### src/rtl/ap_ctrl_driver.sv
// ap_ctrl_driver: ap_ctrl_hs initiator that issues bursts of kernel runs
// and emits one latency record per retired run.
module ap_ctrl_driver #(
    parameter int unsigned CNT_W   = 32,
    parameter int unsigned NUM_W   = 16,
    parameter int unsigned DEPTH   = 4,
    parameter int unsigned TIMEOUT = 0
) (
    input  logic             clock,
    input  logic             reset,
    input  logic             req_valid,
    input  logic [NUM_W-1:0] req_num,
    output logic             req_ready,
    output logic             ap_start,
    input  logic             ap_ready,
    input  logic             ap_done,
    output logic             ap_continue,
    output logic             rec_valid,
    input  logic             rec_ready,
    output logic [NUM_W-1:0] rec_index,
    output logic [CNT_W-1:0] rec_latency,
    output logic             busy,
    output logic             burst_done,
    output logic [1:0]       err
);

    localparam int unsigned AW = $clog2(DEPTH);

    typedef enum logic [1:0] {
        S_IDLE,
        S_ISSUE,
        S_DRAIN,
        S_ERROR
    } state_t;

    state_t           state_q;
    logic [CNT_W-1:0] cnt_q;
    logic [CNT_W-1:0] wd_q;
    logic [CNT_W-1:0] wd_d;
    logic [CNT_W-1:0] mem_q [DEPTH];
    logic [AW-1:0]    wr_q;
    logic [AW-1:0]    rd_q;
    logic [AW:0]      occ_q;
    logic [NUM_W-1:0] remaining_q;
    logic [NUM_W-1:0] done_idx_q;
    logic             ap_start_q;
    logic             rec_valid_q;
    logic [NUM_W-1:0] rec_index_q;
    logic [CNT_W-1:0] rec_latency_q;
    logic             burst_done_q;
    logic [1:0]       err_q;

    logic full;
    logic empty;
    logic accept;
    logic pop;
    logic push;
    logic wd_trip;

    assign full        = (occ_q == (AW+1)'(DEPTH));
    assign empty       = (occ_q == '0);
    assign accept      = ap_start_q & ap_ready;
    assign ap_continue = !rec_valid_q | rec_ready;
    assign pop         = ap_done & ap_continue & !empty;

    assign req_ready   = (state_q == S_IDLE);
    assign busy        = (state_q != S_IDLE);
    assign ap_start    = ap_start_q;
    assign rec_valid   = rec_valid_q;
    assign rec_index   = rec_index_q;
    assign rec_latency = rec_latency_q;
    assign burst_done  = burst_done_q;
    assign err         = err_q;

    // A new run may start (with timestamp push) only while the FIFO has room.
    always_comb begin
        push = 1'b0;
        unique case (state_q)
            S_IDLE:  push = req_valid && (req_num != '0);
            S_ISSUE: begin
                if (accept)
                    push = (remaining_q != NUM_W'(1)) && !full;
                else
                    push = !ap_start_q && !full && !wd_trip;
            end
            default: push = 1'b0;
        endcase
    end

    // Watchdog counts active cycles with neither an accept nor a retire.
    always_comb begin
        wd_d    = '0;
        wd_trip = 1'b0;
        if (TIMEOUT != 0 && (state_q == S_ISSUE || state_q == S_DRAIN)
            && !(accept || pop)) begin
            wd_d    = wd_q + 1'b1;
            wd_trip = (wd_d == CNT_W'(TIMEOUT));
        end
    end

    // Free-running timestamp counter and watchdog register.
    always_ff @(posedge clock or posedge reset) begin
        if (reset) begin
            cnt_q <= '0;
            wd_q  <= '0;
        end else begin
            cnt_q <= cnt_q + 1'b1;
            wd_q  <= wd_d;
        end
    end

    // Timestamp FIFO pointers; the pushed stamp is the cycle ap_start is first high.
    always_ff @(posedge clock or posedge reset) begin
        if (reset) begin
            wr_q  <= '0;
            rd_q  <= '0;
            occ_q <= '0;
        end else begin
            if (push) wr_q <= wr_q + 1'b1;
            if (pop)  rd_q <= rd_q + 1'b1;
            occ_q <= occ_q + (AW+1)'(push) - (AW+1)'(pop);
        end
    end

    // Timestamp FIFO storage.
    always_ff @(posedge clock) begin
        if (push) mem_q[wr_q] <= cnt_q + 1'b1;
    end

    // Control FSM with registered handshake, record and status outputs.
    always_ff @(posedge clock or posedge reset) begin
        if (reset) begin
            state_q       <= S_IDLE;
            remaining_q   <= '0;
            done_idx_q    <= '0;
            ap_start_q    <= 1'b0;
            rec_valid_q   <= 1'b0;
            rec_index_q   <= '0;
            rec_latency_q <= '0;
            burst_done_q  <= 1'b0;
            err_q         <= '0;
        end else begin
            burst_done_q <= 1'b0;
            if (ap_done && empty) err_q[1] <= 1'b1;
            if (pop) begin
                rec_valid_q   <= 1'b1;
                rec_latency_q <= cnt_q - mem_q[rd_q];
                rec_index_q   <= done_idx_q;
                done_idx_q    <= done_idx_q + 1'b1;
            end else if (rec_ready) begin
                rec_valid_q <= 1'b0;
            end
            unique case (state_q)
                S_IDLE: begin
                    if (req_valid && req_num != '0) begin
                        state_q     <= S_ISSUE;
                        remaining_q <= req_num;
                        done_idx_q  <= '0;
                        ap_start_q  <= 1'b1;
                    end
                end
                S_ISSUE: begin
                    if (wd_trip) begin
                        state_q    <= S_ERROR;
                        err_q[0]   <= 1'b1;
                        ap_start_q <= 1'b0;
                    end else if (accept) begin
                        remaining_q <= remaining_q - 1'b1;
                        if (remaining_q == NUM_W'(1)) begin
                            state_q    <= S_DRAIN;
                            ap_start_q <= 1'b0;
                        end else begin
                            ap_start_q <= push;
                        end
                    end else if (push) begin
                        ap_start_q <= 1'b1;
                    end
                end
                S_DRAIN: begin
                    if (wd_trip) begin
                        state_q  <= S_ERROR;
                        err_q[0] <= 1'b1;
                    end else if (empty && !ap_done) begin
                        state_q      <= S_IDLE;
                        burst_done_q <= 1'b1;
                    end
                end
                S_ERROR: ap_start_q <= 1'b0;
            endcase
        end
    end

endmodule
### config.mk
export PLATFORM = sky130hd
export DESIGN_NAME = ap_ctrl_driver
export DESIGN_NICKNAME = d
export VERILOG_FILES = /design/src/rtl/ap_ctrl_driver.sv
export SDC_FILE = /design/constraint.sdc
export NUM_CORES = 1
export LEC_CHECK = 0
export CAP_MARGIN = 10
export CORE_ASPECT_RATIO = 1.25
export CORE_MARGIN = 1.5
export CORE_UTILIZATION = 39
export CTS_BUF_LIST = sky130_fd_sc_hd__clkbuf_8
export DETAILED_ROUTE_END_ITERATION = 8
export SLEW_MARGIN = 10
export SYNTH_ARGS = -nofsm -noshare
export SYNTH_HDL_FRONTEND = slang
export SYNTH_SLANG_ARGS = --single-unit
### constraint.sdc
create_clock -name clock -period 12.35 [get_ports clock]
set_clock_uncertainty 0.15 [all_clocks]
set_input_delay 3.0875 -clock clock [delete_from_list [all_inputs] [get_ports clock]]
set_output_delay 3.0875 -clock clock [all_outputs]
set_load 0.005 [all_outputs]
Word-level counts from Yosys, hierarchy flattened --
Memories as Yosys holds them, arrays and structs flattened. Index checks and enable logic that the tools add are counted. W data, S select, Z words.
Storage, ports and cells: output and inout port bits 56, logic and storage cells 82, memories kept 1, RAM bits 128, input port bits 22, register bits 125
Memory list:
- mem_q | depth 4, width 32, rd ports 1, clocked after Yosys merged registers in 0, wr ports 1, line 40 | logic [CNT_W-1:0] mem_q [DEPTH];
Cells by class: bitwise gates (word level) 4, mux-type cells 24, eq/ne operators 11, $add $sub $neg 8, reductions and logical operators 21
Operators with widths (count):
- $mux W16 | 5
- $add A32 B1 Y32 const B | 1
- $pmux W16 S2 | 1
- $sub A32 B32 Y32 | 1
- $add A16 B1 Y16 const B | 1
- $eq A16 B1 Y1 const B | 1
- $ne A16 B1 Y1 const B | 1
- $reduce_bool A16 Y1 | 1
- $sub A16 B1 Y16 const B | 1
- $mux W1 | 11
- $mux W2 | 4
- $ne A2 B2 Y1 const B | 3
- $pmux W2 S3 | 1
- $reduce_and A3 Y1 | 2
- $reduce_bool A2 Y1 | 3
- $reduce_bool A3 Y1 | 2
- $logic_and A1 B1 Y1 | 5
- $logic_not A1 Y1 | 5
- $reduce_and A5 Y1 | 1
- $add A2 B1 Y2 const B | 2
- $eq A2 B2 Y1 const B | 2
- $add A3 B1 Y3 | 1
- $and A1 B1 Y1 | 3
- $eq A3 B3 Y1 const B | 1
- 9 further kinds | 9

Longest topological paths before layout --
Gate-level depths: netlist of the first run.
depth after elaboration 8, mapped depth 14, gate-level depth less buffers 14

Worst setup path before layout of the first run --
Ideal clock, no wire load.
kind input port to output port, start point in rec_ready, end point out ap_continue, stages 1, arrival 3244 ps, slack 5868 ps, required time 9112 ps, buffers on the path 0, cell sequence nand2b_1
Between the ends: word-level cells in the longest chain between the ends 1
RTL lines:
- start: declaration | line 19 | input logic rec_ready,
- $or A1 B1 Y1 | line 63 | assign ap_continue = !rec_valid_q | rec_ready;
- end: declaration | line 17 | output logic ap_continue,
No other way between the ends.

Final worst setup path of the first run --
Ends and elaborated chain as after synthesis.

==> run metrics, run 1 <==
TritonCTS buffer count=41; R2R Path Start=rd_q[0]; f_max=133 MHz; Worst Hold Path EP=rec_index[14]; dpl hpwl=17300 um; max_slew headroom=32.4%; Initial Util=39.5%; initial antenna violation count=0; worst r2r path cells=11; total power=0.00309 W; area occupied by multi-input gates=0.00481 mm^2; critical path class=input port to output pin; reg2reg setup slack=7950 ps; die extent in y=201 um; CTS H-Tree Depth=2; post-CTS resize count=0; port buffer count=76; core footprint=0.0308 mm^2; commonest cells after routing, fill and taps aside=128 x edfxtp_1, 126 x nand2_1, 124 x dfrtp_1, 76 x clkdlybuf4s50_1, 68 x inv_1; clk buf depth=3; # fillers=2860; cts hold-fix bufs=0; Crit path top cell by count=clkdlybuf4s50_1; clk_lat worst skew=570 ps; flops & latches, synth=253; Iter 0 DRT Violations=448; Warnings, synthesis=0; TNS Setup=0 ps; # DRC=0; Synth Flop Type=edfxtp_1; CP max-delay cell=clkdlybuf4s50_1; Inst Count DP=1476; Tcrit/Tclk final=60.7%; area delta synth->final=16.1%; Routability Congestion=0.798; CP Launch Type=input port; DRT Pass-1 Iters=4; CTS tree=built; Nets=1182; clock slew seen by the registers of the worst setup and hold paths=60 ps; Slew Limit Fails=0; Fin. Hold Viols=0; R2R Path End=rec_latency[20]; worst path cell trace=clkdlybuf4s50_1, nand2b_1, clkdlybuf4s50_1; PwrDens=218 mW/mm^2; first-pass GRT wire length=43800 um; Routed Antenna Nets=0; Hold Crit Class=flop to flop; all-layer global routing usage=17.0%; CP required=9110 ps; GR Overflow Total=0; # Max-Cap Violations=0; CTS root buf=clkbuf_8; HP Start=rec_index[14]; Synth Cell Area=0.0122 mm^2; sequential power share=39.4%; pin slew with the least headroom to its limit=1010 ps; Cells after Synth=1030; n_diodes=0; post-CTS setup buffer count=0; RSZ-0062 raised after global routing=false; Psw=0.00110 W; Comb power frac=37.0%; syn nets=1100; Setup Viol. Count Final=0; sequential cell area=0.00697 mm^2; number of global-route vias before repair=8458; Hold Slack=323 ps; Internal=0.00199 W; Post-synth ARST share=49.4%; pre-CTS WS=4860 ps; Ports=78; placement row count=72; leakage power=5.87 nW; most common cell after layout, fill and taps aside=edfxtp_1; sequential share of the synthesized area=57.2%; Synth Area per Inst=11.8 um^2; sw frac=35.6%; hold depth=2; share of cells above drive strength 1=9.53%; Final Non-Filler Cells=1551; Post-synth EDFFs=128; DR vias=8142; Die ar.=0.0323 mm^2; CTS sink cnt=253; Die W=161 um; largest net degree at the start of global routing=91; Final Critical Period=7490 ps; Peak VDD IR=91.0 uV; status=completed; worst-path fanout max=3; setup ws final=4860 ps; Routed WL=26500 um; clock share of power=23.6%; Critical Path Max Stage Delay=540 ps; routed length per instance=17.1 um; CP arrival=4260 ps; Cell variety after synth=67; Crit. End Element=output pin; Via density=5.25
kinds of logic after synthesis:
kind of cell | count (synthesis) | synth area share [%]
fa+ha+maj | 48 | 5.05
mux | 37 | 6.37
compound gates | 193 | 10.3
other cells | 1 | 0.0308
xor+xnor | 63 | 4.53
simple gates | 331 | 13.1
buf+inv | 104 | 3.37
flops | 253 | 57.2
final cells by class:
cell class	instances	area share, %
Sequential cell	253	49.3
Clock buffer	42	4.08
Timing Repair Buffer	85	5.85
Inverter	58	1.57
Clock inverter	33	1.59
Multi-Input combinational cell	673	34.0
Tap cell	407	3.60
routing by layer:
metal,wire length (um),vias to the layer above,GRT usage (%)
li1,-,3931,-
met1,11800,4034,22.2
met2,13000,126,28.4
met3,945,51,2.79
met4,731,0,6.42
met5,0,-,0
worst max-delay path, delay by kind of cell:
| family | cells | cell delay, ps |
|---|---|---|
| and+or+nand+nor | 1 | 180 |
| buffers and inverters | 2 | 990 |
state kept, by name, summed over array words and instances (netlist names), 2 cells and up:
register and count:
cnt_q 32, rec_latency 32, wr_q 2, mem_q 128
occ_q 3, state_q 2, remaining_q 16, done_idx_q 16
rd_q 2, rec_index 16
power groups by stage:
stage	clock network, W	logic (W)	registers [W]
final	0.000729	0.00114	0.00122
after global routing	0.000784	0.00128	0.00124
after CTS	0.000746	0.00116	0.00122
after detailed placement	0	0.00116	0.00124
after global placement	0	0.00114	0.00123
after floorplan	0	0.000812	0.00119
per-stage QoR:
step	util (%)	cell area, um^2
finish	45.9	14200
global route	45.9	14200
CTS	45.9	14200
detailed placement	43.3	13300
global placement	43.3	13300
floorplan	-	12200
cells in the mapped netlist (3+ instances only):
| cell | instances | area (um^2) |
|---|---|---|
| nor2b_1 | 7 | 43.8 |
| nand3_1 | 37 | 185 |
| mux2i_1 | 4 | 40.0 |
| and3_1 | 15 | 93.8 |
| a211oi_1 | 6 | 45.0 |
| inv_1 | 58 | 218 |
| and4_1 | 4 | 35.0 |
| nor4_1 | 7 | 43.8 |
| xor2_1 | 28 | 245 |
| o22ai_1 | 4 | 25.0 |
| o2111ai_1 | 5 | 43.8 |
| o311ai_0 | 3 | 26.3 |
| o22a_1 | 3 | 26.3 |
| nand2b_1 | 10 | 62.6 |
| a21oi_1 | 48 | 240 |
| or4_1 | 4 | 30.0 |
| nor2_1 | 55 | 206 |
| buf_1 | 9 | 33.8 |
| mux4_2 | 32 | 721 |
| a31oi_1 | 8 | 50.1 |
| o21ai_0 | 46 | 230 |
| edfxtp_1 | 128 | 3840 |
| nand2_1 | 126 | 473 |
| or3_1 | 8 | 50.1 |
| o21bai_1 | 5 | 37.5 |
| dfrtp_1 | 125 | 3130 |
| ha_1 | 46 | 576 |
| a21boi_0 | 4 | 30.0 |
| and2_1 | 5 | 31.3 |
| xnor2_1 | 35 | 307 |
| clkbuf_1 | 30 | 113 |
| o21a_1 | 10 | 75.1 |
| nand4_1 | 24 | 150 |
| nor3_1 | 17 | 85.1 |
| o31ai_1 | 9 | 67.6 |
| a211o_1 | 3 | 26.3 |
| a21o_1 | 19 | 143 |
| buf_2 | 3 | 15.0 |
how the worst max path moves through the flow:
stage / from / to / slack [ps] / cells past startpoint
2_1_floorplan: reset / ap_start / 5780 / 1
3_3_place_gp: rec_ready / ap_continue / 4870 / 3
3_5_place_dp: rec_ready / ap_continue / 4860 / 3
4_1_cts: rec_ready / ap_continue / 4850 / 3
5_1_grt: rec_ready / ap_continue / 4820 / 3
6_report: rec_ready / ap_continue / 4860 / 3
No activity file was read; power rests on OpenSTA's default activity.
==> run 2: changes to the inputs <==
==> constraint.sdc (replaced) <==
create_clock -name clock -period 6 [get_ports clock]
set_clock_uncertainty 0.15 [all_clocks]
set_input_delay 1.5 -clock clock [delete_from_list [all_inputs] [get_ports clock]]
set_output_delay 1.5 -clock clock [all_outputs]
set_load 0.005 [all_outputs]
==> run 2 against run 1 <==
Hold slack better by 1.5 ps. Final area up 0.46%. First-iteration DRC count down 14%. Combinational power increased by 110%. Wire length shrank 1.3%. Utilization grew 0.21 points. Cell count is 0.19% higher. Critical path type is now input port to flop.
==> run metrics, run 2 (synthesis gave the netlist of run 1 again) <==
clk buf depth=3; Nets=1184; CTS root buf=clkbuf_8; clk_lat worst skew=560 ps; core footprint=0.0308 mm^2; Ports=78; RSZ-0062 raised after global routing=false; Iter 0 DRT Violations=385; DR vias=8103; CTS tree=built; Routability Congestion=0.803; Finished Cell Area=0.0142 mm^2; routed length per instance=16.8 um; largest net degree at the start of global routing=91; TNS Setup=0 ps; PwrDens=451 mW/mm^2; DRT Pass-1 Iters=4; Routed Antenna Nets=0; die extent in y=201 um; max FFs per register=128; worst-path fanout max=19; Final Critical Period=4330 ps; Die ar.=0.0323 mm^2; Fin. Hold Viols=0; Routed WL=26100 um; first-pass GRT wire length=43400 um; share of cells above drive strength 1=10.0%; leakage power=5.93 nW; R2R Path End=rec_latency[20]; clock share of power=24.2%; cts hold-fix bufs=0; Psw=0.00224 W; Largest Register=mem_q; number of global-route vias before repair=8358; total power=0.00642 W; pin slew with the least headroom to its limit=944 ps; worst r2r path cells=11; f_max=231 MHz; # DRC=0; Internal=0.00418 W; most common cell after layout, fill and taps aside=edfxtp_1; Setup Viol. Count Final=0; reg2reg setup slack=1680 ps; placement row count=72; critical path class=input port to flop; Initial Util=39.5%; Die W=161 um; Crit. End Element=flop; all-layer global routing usage=16.7%; Core Util, Final=46.1%; DP Area=0.0134 mm^2; Comb power frac=36.5%; dpl hpwl=17600 um; GR Util met1=21.1%; area delta synth->final=16.7%; # fillers=2881; CP arrival=4620 ps; CP Launch Type=input port; grt met2 use=29.6%; Tcrit/Tclk final=72.1%; port buffer count=76; CP required=6290 ps; Worst Hold Path EP=rec_latency[7]; sw frac=34.9%; Slew Limit Fails=0; max_slew headroom=37.1%; Via density=5.21; # Max-Cap Violations=0; commonest cells after routing, fill and taps aside=128 x edfxtp_1, 126 x nand2_1, 124 x dfrtp_1, 76 x clkdlybuf4s50_1, 71 x inv_1; R2R Path Start=rd_q[0]; sequential power share=39.3%; post-CTS resize count=0; initial antenna violation count=0; Hold Crit Class=flop to flop; HP Start=rec_latency[7]; CTS H-Tree Depth=2; grt met3 use=2.58%; Peak VDD IR=193 uV; CTS sink cnt=253; GR Overflow Total=0; TritonCTS buffer count=42; status=completed; clock slew seen by the registers of the worst setup and hold paths=60 ps; post-CTS setup buffer count=0; n_diodes=0; Top Usage Layer GRT=met2; hold depth=2
[run 2: how the worst max path moves through the flow]
| stage | start | to | slack (ps) |
|---|---|---|---|
| after floorplan | reset | ap_start | 1020 |
| after CTS | req_num[0] | occ_q[2] | 1630 |
| after global placement | req_num[1] | occ_q[2] | 1090 |
| after detailed placement | req_num[0] | occ_q[2] | 1020 |
| after global routing | rd_q[0] | rec_latency[20] | 1370 |
| final | req_num[0] | occ_q[2] | 1670 |
[run 2: routing by layer]
metal	part of all wire (%)	vias to the layer above	wire length (um)
li1	-	3941	-
met1	44	3993	11500
met2	51	133	13300
met3	3.5	36	926
met4	1.7	0	445
met5	0	-	0
[run 2: layout make-up]
cell class | instances | area [um^2] | area share [%]
clock buffer | 44 | 606 | 4.26
timing repair buffer | 86 | 836 | 5.88
inverter | 58 | 223 | 1.57
tap | 407 | 509 | 3.58
sequential | 253 | 6970 | 49.0
multi-input combinational | 673 | 4810 | 33.9
clock inverter | 33 | 255 | 1.80
[run 2: power groups by stage]
stage / Clock [W] / Combinational, W / Sequential [W]
final: 0.00155 / 0.00234 / 0.00252
after global routing: 0.00167 / 0.00263 / 0.00258
after CTS: 0.00160 / 0.00239 / 0.00253
after detailed placement: 0 / 0.00238 / 0.00256
after global placement: 0 / 0.00235 / 0.00255
after floorplan: 0 / 0.00167 / 0.00245
[run 2: metrics by stage]
stage	hold slack, ps	instances	worst slack (ps)
3_3_place_gp	314	1477	1090
3_5_place_dp	316	1477	1020
5_1_grt	342	1554	1370
2_1_floorplan	310	1030	1020
6_report	324	1554	1670
4_1_cts	333	1554	1630
[run 2: critical path: stages]
cell and delay [ps]:
clkdlybuf4s50_1 430, nor4_1 470, a41oi_1 240, and2_1 460, a31oi_4 360, ha_1 290
inv_1 60, ha_1 130, inv_1 50, fa_1 370, xnor2_1 140, xnor2_1 120
==> run 3: changes to the inputs <==
==> constraint.sdc (replaced) <==
create_clock -name clock -period 4.5 [get_ports clock]
set_clock_uncertainty 0.15 [all_clocks]
set_input_delay 1.125 -clock clock [delete_from_list [all_inputs] [get_ports clock]]
set_output_delay 1.125 -clock clock [all_outputs]
set_load 0.005 [all_outputs]
==> run 3 against run 2 <==
Non-clock buffer count is 8 higher. Global-route usage is 0.11 points lower. Flip-flop and latch count stayed put. Count of clock-buffer cells in the layout is 1 higher. Utilization is 0.37 points higher. Sequential share of layout area is 0.39 points lower. First-iteration DRC count is 2.9% higher. Clock power is 39% higher. Sequential power is 32% higher. Cell count is 0.45% higher. Critical endpoint is now rec_latency[20].
==> run metrics, run 3 (synthesis gave the netlist of run 1 again) <==
status=completed; R2R Path Start=rd_q[0]; largest net degree at the start of global routing=102; CP required=4770 ps; max_slew headroom=39.0%; CP arrival=4020 ps; all-layer global routing usage=16.6%; Routability Congestion=0.814; critical path class=flop to flop; CTS sink cnt=253; Die W=161 um; Core Util, Final=46.5%; initial antenna violation count=0; max FFs per register=128; RSZ-0062 raised after global routing=false; clock share of power=24.9%; n_diodes=0; f_max=267 MHz; clock slew seen by the registers of the worst setup and hold paths=60 ps; Largest Register=mem_q; clk_lat worst skew=570 ps; Tcrit/Tclk final=83.4%; core footprint=0.0308 mm^2; # DRC=0; area occupied by multi-input gates=0.00481 mm^2; Die ar.=0.0323 mm^2; sequential cell area=0.00697 mm^2; clk buf depth=3; Fin. Hold Viols=0; pin slew with the least headroom to its limit=915 ps; Routed Antenna Nets=0; GR Overflow Total=0; number of global-route vias before repair=8248; cts hold-fix bufs=0; post-CTS resize count=0; area delta synth->final=17.6%; DRT Pass-1 Iters=4; post-CTS setup buffer count=0; Final Critical Period=3750 ps; routed length per instance=16.8 um; Internal=0.00566 W; DR vias=8098; commonest cells after routing, fill and taps aside=128 x edfxtp_1, 126 x nand2_1, 124 x dfrtp_1, 76 x clkdlybuf4s50_1, 65 x inv_1; Slew Limit Fails=0; Peak VDD IR=259 uV; Ports=78; sw frac=34.7%; Setup Viol. Count Final=0; TNS Setup=0 ps; reg2reg setup slack=750 ps; die extent in y=201 um; Final Non-Filler Cells=1561; Hold Slack=323 ps; most common cell after layout, fill and taps aside=edfxtp_1; Initial Util=39.5%; Routed WL=26200 um; port buffer count=76; Hold Crit Class=flop to flop; CTS tree=built; first-pass GRT wire length=42800 um; Nets=1191; R2R Path End=rec_latency[20]; CTS root buf=clkbuf_8; worst r2r path cells=11; Comb power frac=36.8%; Crit. End Element=flop; CP Launch Type=flop; leakage power=5.96 nW; Psw=0.00301 W; # Max-Cap Violations=0; # fillers=2802; share of cells above drive strength 1=10.6%; crit path launch=rd_q[0]; worst-path fanout max=15; CTS H-Tree Depth=2; TritonCTS buffer count=41; Inst Count DP=1485; dpl hpwl=17600 um; Iter 0 DRT Violations=396; total power=0.00867 W; PwrDens=605 mW/mm^2; Critical Path Sink=rec_latency[20]; Via density=5.19; sequential power share=38.3%; placement row count=72
[run 3: cell types whose count changed in the layout (fill, tap and decap cells not counted)]
cell / previous run / this run
buf_4: 10 / 16
clkinv_1: 3 / 9
inv_1: 71 / 65
buf_12: 0 / 2
clkinv_2: 8 / 6
inv_6: 2 / 0
bufinv_16: 4 / 5
clkbuf_8: 44 / 45
inv_8: 0 / 1
[run 3: power by group through the flow]
stage | Sequential (W) | Combinational, W | Clock (W)
after floorplan | 0.00327 | 0.00223 | 0
after global placement | 0.00337 | 0.00321 | 0
after detailed placement | 0.00338 | 0.00323 | 0
after CTS | 0.00334 | 0.00324 | 0.00222
after global routing | 0.00340 | 0.00356 | 0.00231
final | 0.00333 | 0.00319 | 0.00216
[run 3: worst min-delay path by stage]
stage	slack (ps)	endpoint	startpoint	depth (start not counted)
after floorplan	310	rec_index[15]	done_idx_q[15]	2
after global placement	310	rec_index[11]	rec_index[11]	2
after detailed placement	320	rec_index[10]	rec_index[10]	2
after CTS	330	rec_index[11]	rec_index[11]	2
after global routing	350	rec_index[11]	rec_index[11]	2
final	320	rec_index[11]	rec_index[11]	2
[run 3: routing by layer]
layer / part of all wire, % / track usage (%) / up-vias
met5: 0 / 0 / -
met4: 2.2 / 5.42 / 0
met3: 3.7 / 2.91 / 40
met2: 50 / 28.7 / 146
met1: 44 / 21.1 / 3956
li1: - / - / 3956
[run 3: critical path, cell delays in order, from the launching register on]
cell,delay (ps)
dfrtp_2,510
buf_12,220
mux4_2,510
inv_1,70
ha_1,280
a21oi_1,270
a21boi_0,400
and2_1,210
a21oi_1,150
a221oi_1,570
xor2_1,190
o21ai_0,100
[run 3: final cells by class]
class	instances	share of cell area (%)
clock buffers	45	4.32
repair buffers	94	6.43
clock inverters	31	1.89
flip-flops and latches	253	48.7
inverters	58	1.55
well taps	407	3.55
multi-input cells	673	33.6
[run 3: metrics by stage]
step | area, um^2 | setup slack, ps
final | 14300 | 748
after floorplan | 12200 | 603
after CTS | 14300 | 748
after global routing | 14300 | 378
after detailed placement | 13400 | 401
after global placement | 13400 | 395
